==> src/rtl/mult_div_unit.sv <==
// Iterative signed multiply/divide unit: one result bit per cycle on operand magnitudes,
// followed by a finishing cycle that applies the sign and detects overflow / divide-by-zero.
module mult_div_unit #(
   parameter int WIDTH = 32
) (
   input  logic             clk,
   input  logic             clr_n,
   input  logic [WIDTH-1:0] data_operandA,
   input  logic [WIDTH-1:0] data_operandB,
   input  logic             ctrl_MULT,
   input  logic             ctrl_DIV,
   output logic [WIDTH-1:0] data_result,
   output logic             data_exception,
   output logic             data_resultRDY,
   output logic             busy
);

   localparam int CW = (WIDTH > 2) ? $clog2(WIDTH) : 1;
   localparam logic [CW-1:0] CNT_LAST = CW'(WIDTH - 1);

   typedef enum logic [1:0] {
      IDLE = 2'd0,
      MULT = 2'd1,
      DIV  = 2'd2,
      DONE = 2'd3
   } state_t;

   state_t               state_r;
   logic [CW-1:0]        cnt_r;
   logic                 last_r;
   logic [2*WIDTH-1:0]   acc_r;
   logic [WIDTH-1:0]     opb_r;
   logic                 neg_r;
   logic                 divz_r;
   logic [WIDTH-1:0]     result_r;
   logic                 exc_r;
   logic                 rdy_r;
   logic                 busy_r;

   logic [WIDTH:0]       mul_sum_s;
   logic [2*WIDTH-1:0]   mul_next_s;
   logic [WIDTH:0]       rem_sh_s;
   logic [WIDTH:0]       trial_s;
   logic [2*WIDTH-1:0]   div_next_s;
   logic [2*WIDTH-1:0]   prod_s;
   logic [WIDTH:0]       prod_top_s;
   logic                 mul_ovf_s;
   logic [WIDTH-1:0]     quo_s;
   logic                 div_exc_s;

   // Magnitude of a two's-complement value; the most negative value maps to 2^(WIDTH-1).
   function automatic logic [WIDTH-1:0] abs_val(input logic [WIDTH-1:0] x);
      logic [WIDTH-1:0] r;
      if (x[WIDTH-1]) begin
         r = ~x + {{(WIDTH-1){1'b0}}, 1'b1};
      end else begin
         r = x;
      end
      return r;
   endfunction

   // Datapath for one shift-add / restoring-divide step and for the sign-fix finishing cycle.
   always_comb begin
      mul_sum_s  = {1'b0, acc_r[2*WIDTH-1:WIDTH]}
                 + (acc_r[0] ? {1'b0, opb_r} : {(WIDTH+1){1'b0}});
      mul_next_s = {mul_sum_s, acc_r[WIDTH-1:1]};

      rem_sh_s   = {acc_r[2*WIDTH-1:WIDTH], acc_r[WIDTH-1]};
      trial_s    = rem_sh_s - {1'b0, opb_r};
      if (trial_s[WIDTH]) begin
         div_next_s = {rem_sh_s[WIDTH-1:0], acc_r[WIDTH-2:0], 1'b0};
      end else begin
         div_next_s = {trial_s[WIDTH-1:0], acc_r[WIDTH-2:0], 1'b1};
      end

      prod_s     = neg_r ? (~acc_r + {{(2*WIDTH-1){1'b0}}, 1'b1}) : acc_r;
      prod_top_s = prod_s[2*WIDTH-1:WIDTH-1];
      mul_ovf_s  = (|prod_top_s) & ~(&prod_top_s);

      // A positive quotient of 2^(WIDTH-1) only arises from min / -1 and is not representable.
      quo_s      = neg_r ? (~acc_r[WIDTH-1:0] + {{(WIDTH-1){1'b0}}, 1'b1}) : acc_r[WIDTH-1:0];
      div_exc_s  = divz_r | (~neg_r & acc_r[WIDTH-1]);
   end

   // Control FSM with registered result, flag, ready pulse and busy.
   always_ff @(posedge clk or negedge clr_n) begin
      if (!clr_n) begin
         state_r  <= IDLE;
         cnt_r    <= {CW{1'b0}};
         last_r   <= 1'b0;
         acc_r    <= {(2*WIDTH){1'b0}};
         opb_r    <= {WIDTH{1'b0}};
         neg_r    <= 1'b0;
         divz_r   <= 1'b0;
         result_r <= {WIDTH{1'b0}};
         exc_r    <= 1'b0;
         rdy_r    <= 1'b0;
         busy_r   <= 1'b0;
      end else begin
         case (state_r)
            IDLE: begin
               rdy_r <= 1'b0;
               if (ctrl_MULT ^ ctrl_DIV) begin
                  acc_r   <= {{WIDTH{1'b0}}, abs_val(data_operandA)};
                  opb_r   <= abs_val(data_operandB);
                  neg_r   <= data_operandA[WIDTH-1] ^ data_operandB[WIDTH-1];
                  divz_r  <= (data_operandB == {WIDTH{1'b0}});
                  cnt_r   <= {CW{1'b0}};
                  last_r  <= 1'b0;
                  busy_r  <= 1'b1;
                  state_r <= ctrl_MULT ? MULT : DIV;
               end else begin
                  busy_r  <= 1'b0;
                  state_r <= IDLE;
               end
            end
            MULT, DIV: begin
               if (last_r) begin
                  if (state_r == MULT) begin
                     result_r <= prod_s[WIDTH-1:0];
                     exc_r    <= mul_ovf_s;
                  end else begin
                     result_r <= divz_r ? {WIDTH{1'b0}} : quo_s;
                     exc_r    <= div_exc_s;
                  end
                  rdy_r   <= 1'b1;
                  last_r  <= 1'b0;
                  state_r <= DONE;
               end else begin
                  acc_r  <= (state_r == MULT) ? mul_next_s : div_next_s;
                  cnt_r  <= (cnt_r == CNT_LAST) ? {CW{1'b0}} : cnt_r + CW'(1);
                  last_r <= (cnt_r == CNT_LAST);
               end
            end
            DONE: begin
               rdy_r   <= 1'b0;
               busy_r  <= 1'b0;
               cnt_r   <= {CW{1'b0}};
               last_r  <= 1'b0;
               state_r <= IDLE;
            end
            default: begin
               rdy_r   <= 1'b0;
               busy_r  <= 1'b0;
               cnt_r   <= {CW{1'b0}};
               last_r  <= 1'b0;
               state_r <= IDLE;
            end
         endcase
      end
   end

   assign data_result    = result_r;
   assign data_exception = exc_r;
   assign data_resultRDY = rdy_r;
   assign busy           = busy_r;

endmodule

==> config.mk <==
export PLATFORM = sky130hd
export DESIGN_NAME = mult_div_unit
export DESIGN_NICKNAME = d
export VERILOG_FILES = /design/src/rtl/mult_div_unit.sv
export SDC_FILE = /design/constraint.sdc
export NUM_CORES = 1
export LEC_CHECK = 0
export CELL_PAD_IN_SITES_DETAIL_PLACEMENT = 0
export CELL_PAD_IN_SITES_GLOBAL_PLACEMENT = 1
export CORE_MARGIN = 2
export CORE_UTILIZATION = 33
export CTS_CLUSTER_SIZE = 14
export DETAILED_ROUTE_END_ITERATION = 8
export PLACE_DENSITY = 0.72
export SYNTH_ARGS = -nofsm -noshare
export SYNTH_HDL_FRONTEND = slang
export SYNTH_SLANG_ARGS = --single-unit
==> constraint.sdc <==
create_clock -name clk -period 3.3 [get_ports clk]
set_input_delay 0.66 -clock clk [delete_from_list [all_inputs] [get_ports clk]]
set_output_delay 0.66 -clock clk [all_outputs]
set_load 0.02 [all_outputs]
-- Yosys cells after proc, flatten, opt, wreduce, memory -nomap -nowiden
Cells that the tools add are included.
- logic and storage cells: 76
- bits in registers: 141
- input bits: 68
- output and inout port bits: 35
- bitwise gates (word level): 11
- multiplexer cells: 28
- $add $sub $neg: 7
- equality and inequality tests: 7
- reductions and logical operators: 12
- operator list (cell ; number):
    $mux W64 ; 5
    $mux W32 ; 6
    $pmux W64 S2 ; 1
    $add A32 B1 Y32 const B ; 3
    $not A32 Y32 ; 3
    $add A64 B1 Y64 const B ; 1
    $not A64 Y64 ; 1
    $add A32 B32 Y33 ; 1
    $reduce_and A33 Y1 ; 1
    $reduce_or A33 Y1 ; 1
    $sub A33 B32 Y33 ; 1
    $logic_not A32 Y1 ; 1
    $mux W5 ; 3
    $pmux W5 S3 ; 1
    $mux W2 ; 3
    $ne A2 B2 Y1 const B ; 3
    $pmux W2 S3 ; 1
    $reduce_and A2 Y1 ; 3
    $add A5 B1 Y5 const B ; 1
    $eq A5 B5 Y1 const B ; 1
    $mux W1 ; 5
    $eq A2 B2 Y1 const B ; 2
    $pmux W1 S2 ; 2
    $reduce_bool A2 Y1 ; 2
    other kinds (9) ; 13

-- Logic depth before layout (Yosys ltp)
- depth after elaboration: 7
- mapped depth: 14
- mapped depth without buffers: 13

-- Least setup slack after synthesis
OpenSTA, ideal clock, no wires.
- path kind: reg-to-reg
- from: register acc_r[0]
- to: register acc_r[60]
- setup slack: 0.085 ns
- path buffers: 1
- period minus slack after synthesis: 3.215 ns
- required time: 3.232 ns
- cell stages (with the launch flop): 14
- setup time: 0.068 ns
- arrival: 3.147 ns
- cell sequence: dfrtp_1 inv_1 clkbuf_1 nor2_1 ha_1 o21ai_1 o21a_1 or3_1 a31oi_1 a41oi_1 a21oi_1 a21oi_1 o311ai_1 a32o_1
- longest elaborated chain between the ends: 5
- ends and longest elaborated chain (element ; RTL line ; source):
    start: declaration ; 31 ; logic [2*WIDTH-1:0] acc_r;
    start signal: assignment ; 91 ; acc_r <= {(2*WIDTH){1'b0}};
    start signal: assignment ; 104 ; acc_r <= {{WIDTH{1'b0}}, abs_val(data_operandA)};
    start signal: assignment ; 130 ; acc_r <= (state_r == MULT) ? mul_next_s : div_next_s;
    $mux W32 ; 65 ; + (acc_r[0] ? {1'b0, opb_r} : {(WIDTH+1){1'b0}});
    $add A32 B32 Y33 ; 65 ;
    $mux W64 ; 130 ;
    $mux W64 ; 118 ; if (last_r) begin
    $pmux W64 S2 ; 100 ; case (state_r)
No other way between the ends. The select of a mux whose other input is x is not followed.
A chain may end at the register's enable or synchronous reset.

-- Worst setup path after layout
- from: register acc_r[17]
- to: register exc_r, in the netlist data_exception
- longest elaborated chain between the ends: 7
- elaborated cells on any way between the ends: 8
- classes of those cells: 1 x add/sub; 2 x mux; 3 x bitwise; 2 x reduce/logical
- ends and longest elaborated chain (element ; RTL line ; source):
    $not A64 Y64 * ; 76 ; prod_s = neg_r ? (~acc_r + {{(2*WIDTH-1){1'b0}}, 1'b1}) : acc_r;
    $add A64 B1 Y64 * ; 76 ;
    $mux W64 * ; 76 ;
    $reduce_and A33 Y1 ; 78 ; mul_ovf_s = (|prod_top_s) & ~(&prod_top_s);
    $not A1 Y1 ; 78 ;
    $and A1 B1 Y1 * ; 78 ;
    $mux W1 * ; 119 ; if (state_r == MULT) begin
    end signal: assignment ; 121 ; exc_r <= mul_ovf_s;
    end signal: assignment ; 124 ; exc_r <= div_exc_s;
    end: declaration ; 36 ; logic exc_r;
Every way passes the cells marked *; elsewhere a longest branch is shown, timed or not.

==> results by group <==
Status
  – Outcome: complete, no violations

GRT
  – Number of global-route vias before repair: 12860
  – First-pass GRT wire length: 70.29 mm
  – Antenna violations before repair: 0
  – Largest net degree at the start of global routing: 64
  – GRT Overall Usage: 21.38%
  – Gr ovfl total: 0

Placed design
  – Placement Setup Slack: -0.3173 ns
  – GP Congestion: 0.8915
  – I/O Buffers: 102
  – HPWL after DPL: 34.32 mm

Yosys
  – Synth Instances: 1676
  – FF+latch count, synth: 141
  – Adder-Cell Fraction of Synth Area: 7.308%
  – Synth top area share: 26.69%
  – Avg Cell Area, Syn: 7.886 sq um
  – Synth Area in Compound Gates: 26.43%
  – EDFF count, synth: 0
  – Mapped cell area: 0.01322 sq mm
  – Synth Area in XOR/XNOR: 10.54%
  – Post-Synth Simple-Gate Area: 19.89%
  – Post-Syn Nets: 1820
  – Top post-synthesis cells by area: dfrtp_1, o21ai_0, ha_1, nand2_1, xor2_1
  – Post-synth ARST share: 100.0%
  – Yosys warnings: 0
  – Netlist cell types: 84
  – Multiplexer share of the synthesized area: 4.222%
  – Post-synthesis sequential area ratio: 26.69%
  – Yosys top cell by area: dfrtp_1
  – Primary FF master, synth: dfrtp_1
  – Main combinational cell family by area after synthesis: compound AO/OA/AOI/OAI gates

Detailed routing
  – Routed Antenna Nets: 0
  – 1st-pass router iterations: 5
  – Initial DRC count: 824
  – Routed WL per cell: 17.78 um
  – Vias post-DR: 13330
  – Final wirelength: 44.25 mm
  – Vias per std cell: 5.354
  – Number of remaining DRC errors: 0

Critical path
  – Worst Path Required: 3.63 ns
  – CP arrival: 3.54 ns
  – CP Max Fanout: 15
  – CP Launch Point: acc_r[17]
  – Type of destination of the critical path: register
  – CP peak stage delay: 0.56 ns
  – CP Launch Type: register
  – Most common cell on crit path: buf_4
  – Worst Path Buf+Inv: 4
  – Setup CP Type: register to register
  – Worst-path cell chain: or4_4, nor4_4, buf_4, buf_4, nand4_4, buf_12, buf_4, nor4_1, xor2_1, o22ai_1, o2111ai_1, o31ai_1, a31oi_1
  – Reg-to-reg startpoint: acc_r[17]
  – CP delay by family, top: simple AND/OR/NAND/NOR gates
  – Slowest-stage cell, CP: or4_4

STA
  – Final setup margin: 0.08958 ns
  – Worst Max-Slew Pin Slew: 0.9153 ns
  – Slew Limit Fails: 0
  – Clock skew: 0.01451 ns
  – RSZ-0062 raised after global routing: yes
  – Tmin final: 3.210 ns
  – Slew headroom: 38.98%
  – Fmax: 0.3115 GHz
  – Final hold vios: 0
  – Count of final setup violators: 0
  – Setup TNS: 0 ns
  – Final Cycle Share: 97.29%

Run
  – Max-Cap Viols: 0

Floorplan
  – Die Area: 0.04167 sq mm
  – CORE AREA: 0.03964 sq mm
  – Die width: 204.1 um
  – Top-level I/O count: 103
  – Die Span Y: 204.1 um
  – Initial core utilization: 33.34%
  – Row count: 73

Cells and area
  – Share of layout cells above drive strength 1: 19.25%
  – Synth-to-layout area growth: 31.77%
  – Filler instances: 4030
  – Layout Nets: 2096
  – Antenna Cells: 0

Clock network
  – Clock transition at the registers of the reported paths: 0.07 ns
  – H-tree depth: 4
  – CTS max path bufs: 2
  – CTS Sinks: 141
  – Post-CTS Hold Fix Bufs: 0
  – Clock latency on the worst-skew pair: 0.45 ns
  – TritonCTS buffer count: 17
  – CTS tree: yes
  – Clock root buffer: clkbuf_16

Pwr
  – Peak supply drop: 0.4958 mV
  – Pwr dens: 1027 mW/mm^2
  – Overall power: 0.01788 W
  – Pleak: 7.550 nW

Hold path
  – Hold WC Path Type: input port to async pin
metal layers:
metal	GRT usage, %	vias up	part of all wire (%)	routed length [um]
met3	3.237	41	4.7	2087
met5	0	-	0	0
met2	35.63	300	47	20660
met1	28.43	6344	46	20560
li1	-	6641	-	-
met4	6.599	0	2.1	939
metrics by stage:
step	instances	util, %	area (sq um)	hold slack [ns]
after global placement	2446	41.35	16390	0.4616
after floorplan	1676	-	13220	0.3644
final	2489	43.94	17420	0.1344
after global routing	2489	43.94	17420	0.1462
after CTS	2482	43.03	17060	0.1341
after detailed placement	2446	41.35	16390	0.4701
synthesized netlist by cell type, types with 21 or more instances:
library cell,number
o41ai_1,21
dfrtp_1,141
nand3_1,33
nor2_1,89
inv_1,71
o21ai_0,210
clkbuf_1,74
nand2b_1,27
nor3_1,32
nand2_1,239
a21o_1,33
o31ai_1,41
a21oi_1,70
xnor2_1,74
xor2_1,85
mux2i_1,49
ha_1,74
logic make-up after synthesis:
| family | Yosys count |
|---|---|
| fa+ha+maj | 76 |
| mux | 55 |
| xor+xnor | 159 |
| buf+inv | 169 |
| compound gates | 541 |
| flops | 141 |
| simple gates | 535 |
registers in the layout, summed over array words and instances (netlist names):
register	flops
neg_r	1
last_r	1
cnt_r	5
busy	1
data_exception	1
state_r	2
opb_r	32
data_result	32
data_resultRDY	1
divz_r	1
acc_r	64
final timing paths:
check | endpoint | slack (ns) | depth (start not counted)
setup reg to reg | data_exception | 0.09 | 13
hold / removal | acc_r[15] | 0.13 | 1
min in group clk | opb_r[6] | 0.47 | 2
hold reg to reg | opb_r[6] | 0.47 | 2
setup / recovery | data_exception | 0.09 | 13
max in group asynchronous | opb_r[17] | 2.41 | 2
where the power goes:
part           switching (W)  internal (W)  leakage [nW]
logic                0.00728       0.00565          5.44
registers           0.000594       0.00236          1.82
clock network       0.000853       0.00115         0.286
total                0.00872       0.00916          7.55
area by class of cell:
type	instances	area, sq um	share of cell area [%]
clock buffers	19	452.9	2.601
clock inverters	12	137.6	0.7902
inverters	71	266.5	1.530
multi-input cells	1366	9378	53.84
flip-flops and latches	141	3530	20.27
well taps	525	656.9	3.772
repair buffers	355	2995	17.20
placed cells by master (no fill, tap or decap), types with 26 or more instances in the layout:
master             n
dfrtp_1          140
a21oi_1           63
o21ai_0          205
nor2_1            88
nand2b_1          26
nand3_1           32
inv_1             68
nor3_1            31
ha_1              68
o31ai_1           37
buf_4            245
xor2_1            85
clkdlybuf4s50_1  101
mux2i_1           49
nand2_1          239
a21o_1            33
xnor2_1           74
timing repair:
item | in CTS | in global routing
pin swaps | 2 | 20
buffers inserted | 5 | 7
resized for setup | 7 | 66
cloned | 0 | 0
setup endpoints to repair | 23 | 35
hold endpoints to repair | 0 | 0
Power figures use the tool's default switching activity.
